## config.mk

```make
export PLATFORM = sky130hd
export DESIGN_NAME = issue_buffer
export DESIGN_NICKNAME = d
export VERILOG_FILES = /design/src/rtl/issue_buffer.sv
export SDC_FILE = /design/constraint.sdc
export NUM_CORES = 2
export LEC_CHECK = 0
export CAP_MARGIN = 20
export CORE_ASPECT_RATIO = 1.75
export CORE_MARGIN = 2
export CORE_UTILIZATION = 55
export CTS_BUF_LIST = sky130_fd_sc_hd__clkbuf_16
export DETAILED_ROUTE_END_ITERATION = 8
export PLACE_DENSITY = 0.76
export SLEW_MARGIN = 20
export SYNTH_ARGS = -nofsm -noshare
export SYNTH_HDL_FRONTEND = slang
export SYNTH_SLANG_ARGS = --single-unit
```

## constraint.sdc

```tcl
create_clock -name clk -period 10.07 [get_ports clk]
set_input_delay 1.007 -clock clk [delete_from_list [all_inputs] [get_ports clk]]
set_output_delay 1.007 -clock clk [all_outputs]
set_load 0.02 [all_outputs]
```

## src/rtl/issue_buffer.sv

```systemverilog
// Dual-issue instruction buffer: queues decoded instructions and, each cycle,
// issues up to the two oldest to EX with score-board-driven hazard/bypass checks.
module issue_buffer #(
  parameter int DEPTH     = 8,
  parameter int PAYLOAD_W = 64
) (
  input  logic                   clk,
  input  logic                   rst,
  input  logic                   stall,
  input  logic                   flash,
  input  logic [1:0]             in_valid,
  input  logic [2*PAYLOAD_W-1:0] in_payload,
  input  logic [9:0]             in_rs,
  input  logic [9:0]             in_rt,
  input  logic [9:0]             in_rd,
  input  logic [1:0]             in_rs_used,
  input  logic [1:0]             in_rt_used,
  input  logic [1:0]             in_rd_wr,
  input  logic [1:0]             in_is_mem,
  input  logic [1:0]             in_is_load,
  input  logic [1:0]             in_is_branch,
  output logic                   in_ready,
  output logic [19:0]            sb_read_addr,
  input  logic [15:0]            sb_data,
  output logic [1:0]             sb_write_ena,
  output logic [9:0]             sb_write_addr,
  output logic [7:0]             sb_data_in,
  output logic [1:0]             out_valid,
  output logic [2*PAYLOAD_W-1:0] out_payload,
  output logic [3:0]             out_byp_rs,
  output logic [3:0]             out_byp_rt
);
  localparam int AW = $clog2(DEPTH);
  localparam int CW = AW + 1;

  typedef struct packed {
    logic [PAYLOAD_W-1:0] payload;
    logic [4:0]           rs;
    logic [4:0]           rt;
    logic [4:0]           rd;
    logic                 rs_used;
    logic                 rt_used;
    logic                 rd_wr;
    logic                 is_mem;
    logic                 is_load;
    logic                 is_branch;
  } entry_t;

  // Returns {hazard, bypass[1:0]}; the highest set position bit decides.
  function automatic logic [2:0] check_src(input logic used, input logic [4:0] addr,
                                           input logic [3:0] sb);
    logic [2:0] res;
    res = 3'b000;
    if (used && addr != 5'd0) begin
      if (sb[2])      res = sb[3] ? 3'b100 : 3'b001;
      else if (sb[1]) res = 3'b010;
      else if (sb[0]) res = 3'b011;
    end
    return res;
  endfunction

  entry_t        r_mem [DEPTH];
  logic [AW-1:0] r_head;
  logic [AW-1:0] r_tail;
  logic [CW-1:0] r_count;

  entry_t        w_in [2];
  entry_t        w_e0;
  entry_t        w_e1;
  logic [2:0]    w_chk [4];
  logic          w_kill;
  logic          w_enq;
  logic          w_dep;
  logic          w_iss0;
  logic          w_iss1;
  logic [CW-1:0] w_n_enq;
  logic [CW-1:0] w_n_iss;

  always_comb begin
    for (int k = 0; k < 2; k++) begin
      w_in[k].payload   = in_payload[k*PAYLOAD_W +: PAYLOAD_W];
      w_in[k].rs        = in_rs[k*5 +: 5];
      w_in[k].rt        = in_rt[k*5 +: 5];
      w_in[k].rd        = in_rd[k*5 +: 5];
      w_in[k].rs_used   = in_rs_used[k];
      w_in[k].rt_used   = in_rt_used[k];
      w_in[k].rd_wr     = in_rd_wr[k];
      w_in[k].is_mem    = in_is_mem[k];
      w_in[k].is_load   = in_is_load[k];
      w_in[k].is_branch = in_is_branch[k];
    end
  end

  assign w_e0   = r_mem[r_head];
  assign w_e1   = r_mem[r_head + AW'(1)];
  assign w_kill = rst | flash;

  assign in_ready     = (CW'(DEPTH) - r_count) >= CW'(2);
  assign sb_read_addr = {w_e1.rt, w_e1.rs, w_e0.rt, w_e0.rs};

  assign w_chk[0] = check_src(w_e0.rs_used, w_e0.rs, sb_data[3:0]);
  assign w_chk[1] = check_src(w_e0.rt_used, w_e0.rt, sb_data[7:4]);
  assign w_chk[2] = check_src(w_e1.rs_used, w_e1.rs, sb_data[11:8]);
  assign w_chk[3] = check_src(w_e1.rt_used, w_e1.rt, sb_data[15:12]);

  // RAW between the pair cannot be bypassed in the same cycle, so slot1 waits.
  assign w_dep = w_e0.rd_wr && (w_e0.rd != 5'd0) &&
                 ((w_e1.rs_used && w_e1.rs == w_e0.rd) || (w_e1.rt_used && w_e1.rt == w_e0.rd));

  assign w_iss0 = !w_kill && (r_count != '0) && !stall && !w_chk[0][2] && !w_chk[1][2];
  assign w_iss1 = w_iss0 && (r_count >= CW'(2)) && !w_chk[2][2] && !w_chk[3][2] && !w_dep &&
                  !(w_e0.is_mem && w_e1.is_mem) && !w_e1.is_branch;

  assign w_enq   = !w_kill && in_ready && in_valid[0];
  assign w_n_enq = !w_enq ? CW'(0) : (in_valid[1] ? CW'(2) : CW'(1));
  assign w_n_iss = w_iss1 ? CW'(2) : (w_iss0 ? CW'(1) : CW'(0));

  assign sb_write_ena[0] = w_iss0 && w_e0.rd_wr && (w_e0.rd != 5'd0);
  assign sb_write_ena[1] = w_iss1 && w_e1.rd_wr && (w_e1.rd != 5'd0);
  assign sb_write_addr   = {w_e1.rd, w_e0.rd};
  assign sb_data_in      = {w_e1.is_load, 3'b100, w_e0.is_load, 3'b100};

  always_ff @(posedge clk) begin
    if (w_enq) begin
      r_mem[r_tail] <= w_in[0];
      if (in_valid[1]) r_mem[r_tail + AW'(1)] <= w_in[1];
    end
  end

  // Issue boundary: decision registered into the EX pipeline register.
  always_ff @(posedge clk) begin
    if (w_kill) begin
      r_head      <= '0;
      r_tail      <= '0;
      r_count     <= '0;
      out_valid   <= 2'b00;
      out_payload <= '0;
      out_byp_rs  <= 4'b0000;
      out_byp_rt  <= 4'b0000;
    end else begin
      r_head    <= r_head + AW'(w_n_iss);
      r_tail    <= r_tail + AW'(w_n_enq);
      r_count   <= r_count + w_n_enq - w_n_iss;
      out_valid <= {w_iss1, w_iss0};
      if (w_iss0) begin
        out_payload[PAYLOAD_W-1:0] <= w_e0.payload;
        out_byp_rs[1:0]            <= w_chk[0][1:0];
        out_byp_rt[1:0]            <= w_chk[1][1:0];
      end
      if (w_iss1) begin
        out_payload[2*PAYLOAD_W-1:PAYLOAD_W] <= w_e1.payload;
        out_byp_rs[3:2]                      <= w_chk[2][1:0];
        out_byp_rt[3:2]                      <= w_chk[3][1:0];
      end
    end
  end
endmodule
```

* Word-level counts from Yosys, hierarchy flattened
Memories as Yosys holds them, arrays and structs flattened. A register that Yosys moved wholly into a read port is not among the register bits.
Index checks and enable logic that the tools add are counted.
** Word-level totals
- Bits in registers :: 148
- Latch bits :: 0
- Memory bits (writable) :: 680
- ROM bits :: 0
- Output and inout bits :: 179
- Memories kept :: 1
** Memory list
- r_mem :: words 8, width 85, rd ports 2, clocked after Yosys merged registers in 1, write ports 2, RTL line 62 : entry_t r_mem [DEPTH];
** Operators by class
- Add/sub/neg operators :: 7
- Multiply operators :: 0
- Div/mod/pow operators :: 0
- Magnitude comparators :: 2
- Equality and inequality tests :: 2
- Shift-type cells :: 0
- Muxes and demuxes :: 30
- Bitwise logic cells :: 1
- Reductions and logical operators :: 42
** Operators by type and width (number)
- $mux 3 :: 13
- $reduce_bool 5->1 :: 6
- $logic_and 1x1->1 :: 25
- $mux 2 :: 11
- $eq 5x5->1 :: 2
- $logic_not 1->1 :: 9
- $ge 4x2->1 const B :: 2
- $add 3x1->3 const B :: 2
- $add 3x2->3 :: 2
- $mux 1 :: 6
- $add 4x2->4 :: 1
- $reduce_bool 4->1 :: 1
- $sub 4x2->4 :: 1
- $sub 4x4->4 const A :: 1
- $logic_or 1x1->1 :: 1
- $or 1x1->1 :: 1

* Depth between registers and ports, before layout
- Depth in word-level cells :: 16
- Depth in mapped cells :: 22

* Least setup slack after synthesis
Ideal clock, no wire load.
- Path kind :: reg-to-reg
- Start :: reg r_count[1]
- End :: mem r_mem[0][0] (netlist name) (enable)
- Library setup time :: 653 ps
- Arrival :: 8159 ps
- Slack :: 1257 ps
- Stages on the path, launching flop included :: 9
- Buffers on the path :: 0
- Period minus slack after synthesis :: 8813 ps
- Cells stage by stage :: dfxtp_1 inv_1 ha_1 nor2b_1 and4_1 o21ai_0 and3_1 nand2b_1 o31ai_1
** RTL lines
- start, declared :: RTL line 65 : logic [CW-1:0] r_count;
- start signal, assigned :: RTL line 143 : r_count <= r_count + w_n_enq - w_n_iss;
- end, declared :: RTL line 62

* Worst setup path in the final report
- Start :: reg r_head[0]
- End :: out sb_write_ena[1]
** On the way
- Longest elaborated chain between the ends :: 13
- Elaborated cells on any way between the ends :: 28
- Those cells by class :: add/sub: 1; eq/ne: 2; mux: 2; reduce/logical: 22; memory: 1
** Ends and longest elaborated chain
- start, declared :: RTL line 63 : logic [AW-1:0] r_head;
- start signal, assigned :: RTL line 141 : r_head <= r_head + AW'(w_n_iss);
- $add 3x1->3 * :: RTL line 95 : assign w_e1 = r_mem[r_head + AW'(1)];
- $mem_v2 8x85 *
- $reduce_bool 5->1 :: RTL line 54 : if (used && addr != 5'd0) begin
- $logic_and 1x1->1 :: RTL line 54
- $mux 3 :: RTL line 54
- $logic_not 1->1 :: RTL line 111 : assign w_iss1 = w_iss0 && (r_count >= CW'(2)) && !w_chk[2][2] && !w_chk[3][2] && !w_dep &&
- $logic_and 1x1->1 (4 in series) :: RTL line 111
- $logic_and 1x1->1 :: RTL line 112 : !(w_e0.is_mem && w_e1.is_mem) && !w_e1.is_branch;
- $logic_and 1x1->1 :: RTL line 119 : assign sb_write_ena[1] = w_iss1 && w_e1.rd_wr && (w_e1.rd != 5'd0);
- $logic_and 1x1->1 * :: RTL line 119
- end, declared :: RTL line 25 : output logic [1:0] sb_write_ena,
Mark *: on every way between the ends. The rest lies on a longest branch, timed or not.

==> impl_metrics.yaml <==
cts:
  ctsResizeCount: 0
  cts_sinks: 828
  cts_buffers: 77
  clock_path_buffers: 3
  cts_tree: "built"
  cts_hold_buf: 0
  cts-root-buf: "clkbuf_16"
  clock_latency_ps: 670
  htreeDepth: 3
  path_clk_slew_ps: 60
  post_cts_buffers: 0
logic_synthesis:
  synth-main-ff-cell: "edfxtp_1"
  yosys-top-cells-area: "edfxtp_1 (45%), mux2_2 (17%), mux4_2 (15%), dfxtp_1 (6.5%), mux2i_1 (3.4%)"
  synth.distinct_cells: 69
  yosys.area.top_type_share_pct: 44.9
  synth-seq-area-share_pct: 51.4
  synth_edf_count: 680
  postSynthCellCount: 2803
  synthArstFlopShare_pct: 0
  synth.avg_cell_area_sq_um: 16.2
  netlist_area_sq_um: 45500
  synth_top_area_cell: "edfxtp_1"
  ys_ff_latch: 828
  ys_warn_count: 0
hold_path:
  min_path_type: "flip-flop to flip-flop"
  min_to: "out_byp_rt[2]$_SDFFE_PP0P_"
  hp-start: "out_byp_rt[2]$_SDFFE_PP0P_"
  hold_depth: 2
power:
  leakagePower_nw: 16.0
  p_int_mw: 5.72
  p_seq_share_pct: 51.1
  ir_worst_vdd_v: 0.000138
  swShare_pct: 21.9
  p_switching_mw: 1.61
  total_power_mw: 7.32
  power.density_nw_per_um2: 140
  p_clk_share_pct: 42.1
  combPwrFrac_pct: 6.8
worst_setup_path:
  reg2reg_depth: 19
  worstSetupStartpointType: "flip-flop"
  cp_max_fo: 69
  worstPathArrival_ps: 6750
  r2r-start: "r_head[0]$_SDFF_PP0_"
  r2r_slack_ps: 3010
  required_ps: 9060
  r2r_end: "r_count[2]$_SDFF_PP0_"
  critPathKind: "flip-flop to output port"
  crit_path_end_kind: "output port"
finish:
  final_common_cell: "mux2_2"
  synthToLayoutAreaGrowth_pct: 14.6
  final_cell_area_sq_um: 52200
  nNetsFinal: 3230
  final_cell_mix: "mux2_2 (703), edfxtp_1 (680), clkdlybuf4s50_1 (364), mux4_2 (308), mux2i_1 (153)"
  drive_gt1_share_pct: 40.8
global_route:
  track_usage_pct: 31.6
  first_global_vias: 30000
  overflow: 0
  grt_max_degree: 145
  grt_pass1_wl_mm: 198
  grt_antenna_before_repair: 24
sta:
  setup_viol_count_final: 0
  fin_skew_ps: 24.2
  clock.fmax_mhz: 129
  fin_hold_ws_ps: 471
  fin_crit_sh_pct: 77.0
  final.min_clock_period_ps: 7760
  finalSetupTns_ps: 0
  slew_viol_final: 0
  worstMarginPinSlew_ps: 1210
  finalHoldViolations: 0
  max-slew-margin-rel_pct: 19.3
  grt_setup_unrepaired: "no"
floorplanning:
  initial_core_util_pct: 55.5
  die_height_microns: 384
  coreArea_sq_um: 81900
  io_pins: 371
  rows: 139
  die-area_sq_um: 85100
  die_x_microns: 221
route:
  vias_per_cell: 6.90
  vias: 28700
  dr.pass1.iters: 7
  routed_wl_mm: 136
  drt-wirelength-per-cell_microns: 32.7
  antenna_left: 0
  drt_iter0_drc: 2986
  drc: 0
placement:
  hpwl_mm: 78.9
  port_buffers: 364
  dpl_cell_area_sq_um: 49500
  gp_congestion: 0.872
run_status:
  status: "complete, no violations"
flow_run:
  max_cap_viol_count: 0
flip-flops by register name, indices dropped and copies added (netlist names):
signal,count
out_byp_rs,4
out_byp_rt,4
out_payload,128
out_valid,2
r_count,4
r_head,3
r_mem,680
r_tail,3
power by group through the flow:
| stage | sequential (mW) | clock, mW | combinational [mW] |
|---|---|---|---|
| final | 3.75 | 3.08 | 0.496 |
| after global routing | 3.75 | 3.22 | 0.528 |
| after CTS | 3.75 | 3.11 | 0.492 |
| after detailed placement | 3.82 | 0 | 0.488 |
| after global placement | 3.82 | 0 | 0.470 |
| after floorplan | 3.82 | 0 | 0.276 |
cell type report:
cell class | instances | area (sq um)
Clock buffer | 82 | 2050
Multi-Input combinational cell | 1679 | 20600
Tap cell | 1057 | 1320
Fill cell | 5831 | 29800
Antenna cell | 15 | 37.5
Clock inverter | 62 | 577
Timing Repair Buffer | 410 | 4050
Sequential cell | 828 | 23400
Inverter | 27 | 109
how the worst max path moves through the flow:
stage / from / endpoint / slack [ps] / cells after the start
finish: r_head[0]$_SDFF_PP0_ / sb_write_ena[1] / 2310 / 12
global route: r_head[0]$_SDFF_PP0_ / sb_write_ena[1] / 1900 / 12
detailed placement: r_head[0]$_SDFF_PP0_ / r_count[2]$_SDFF_PP0_ / 2980 / 19
CTS: r_head[0]$_SDFF_PP0_ / sb_write_ena[1] / 2250 / 12
global placement: r_head[0]$_SDFF_PP0_ / r_count[2]$_SDFF_PP0_ / 3040 / 19
floorplan: r_count[1]$_SDFF_PP0_ / r_mem[0][0]$_DFFE_PP_ / 1260 / 8
metal layers:
metal  vias to the layer above  part of all wire [%]  wire (microns)  GRT usage, %
li1                      11800                     -               -             -
met1                     14900                    37           49700          39.4
met2                      1615                    50           68300          53.2
met3                       307                   9.4           12800          7.28
met4                        18                   3.8            5100          13.0
met5                         -                 0.085             115             0
critical path, cell delays in order, from the launching register on:
cell and delay (ps):
dfxtp_4 870, buf_4 800, mux4_2 600, mux2_2 290, nor3_1 180, nand2_1 180
a21oi_1 220, nand2_2 160, inv_6 460, o41a_4 950, nand3_4 330, nor3_1 330
clkdlybuf4s50_1 650
cell families after synthesis:
logic type / share of synthesized area, %
muxes: 37.7
DFF: 51.4
buffers and inverters: 3.72
AOI/OAI and AO/OA: 4.12
and+or+nand+nor: 2.07
xor gates and xnor gates: 0.476
adders and majority gates: 0.479
other: 0.0165
synthesized netlist by cell type, types with 3 or more instances:
master,number
nand4_1,6
clkbuf_8,7
fa_1,4
o21ai_0,8
a31oi_1,65
inv_2,4
inv_1,21
xor2_1,6
mux2i_4,3
buf_4,46
and3_1,7
a211oi_2,41
nand3_1,7
mux4_2,308
xnor2_1,15
nand2_1,51
buf_1,61
nor3b_1,4
buf_2,51
mux2_2,703
ha_1,11
buf_6,16
edfxtp_1,680
mux2i_1,153
mux4_1,23
o21bai_1,4
nor2_1,90
and2_1,8
dfxtp_1,148
a21oi_1,12
mux4_4,3
buf_8,4
or2_2,3
nand2b_1,8
buf_12,5
clkbuf_1,82
a211oi_1,90
nor3_1,7
through the flow:
| step | utilization, % | setup WS (ps) | cells |
|---|---|---|---|
| global placement | 60.4 | 3040 | 3999 |
| detailed placement | 60.4 | 2980 | 4001 |
| floorplan | - | 1260 | 2807 |
| CTS | 63.6 | 2250 | 4145 |
| finish | 63.7 | 2310 | 4160 |
| global route | 63.6 | 1900 | 4154 |
(Power assumes the default switching activity.)
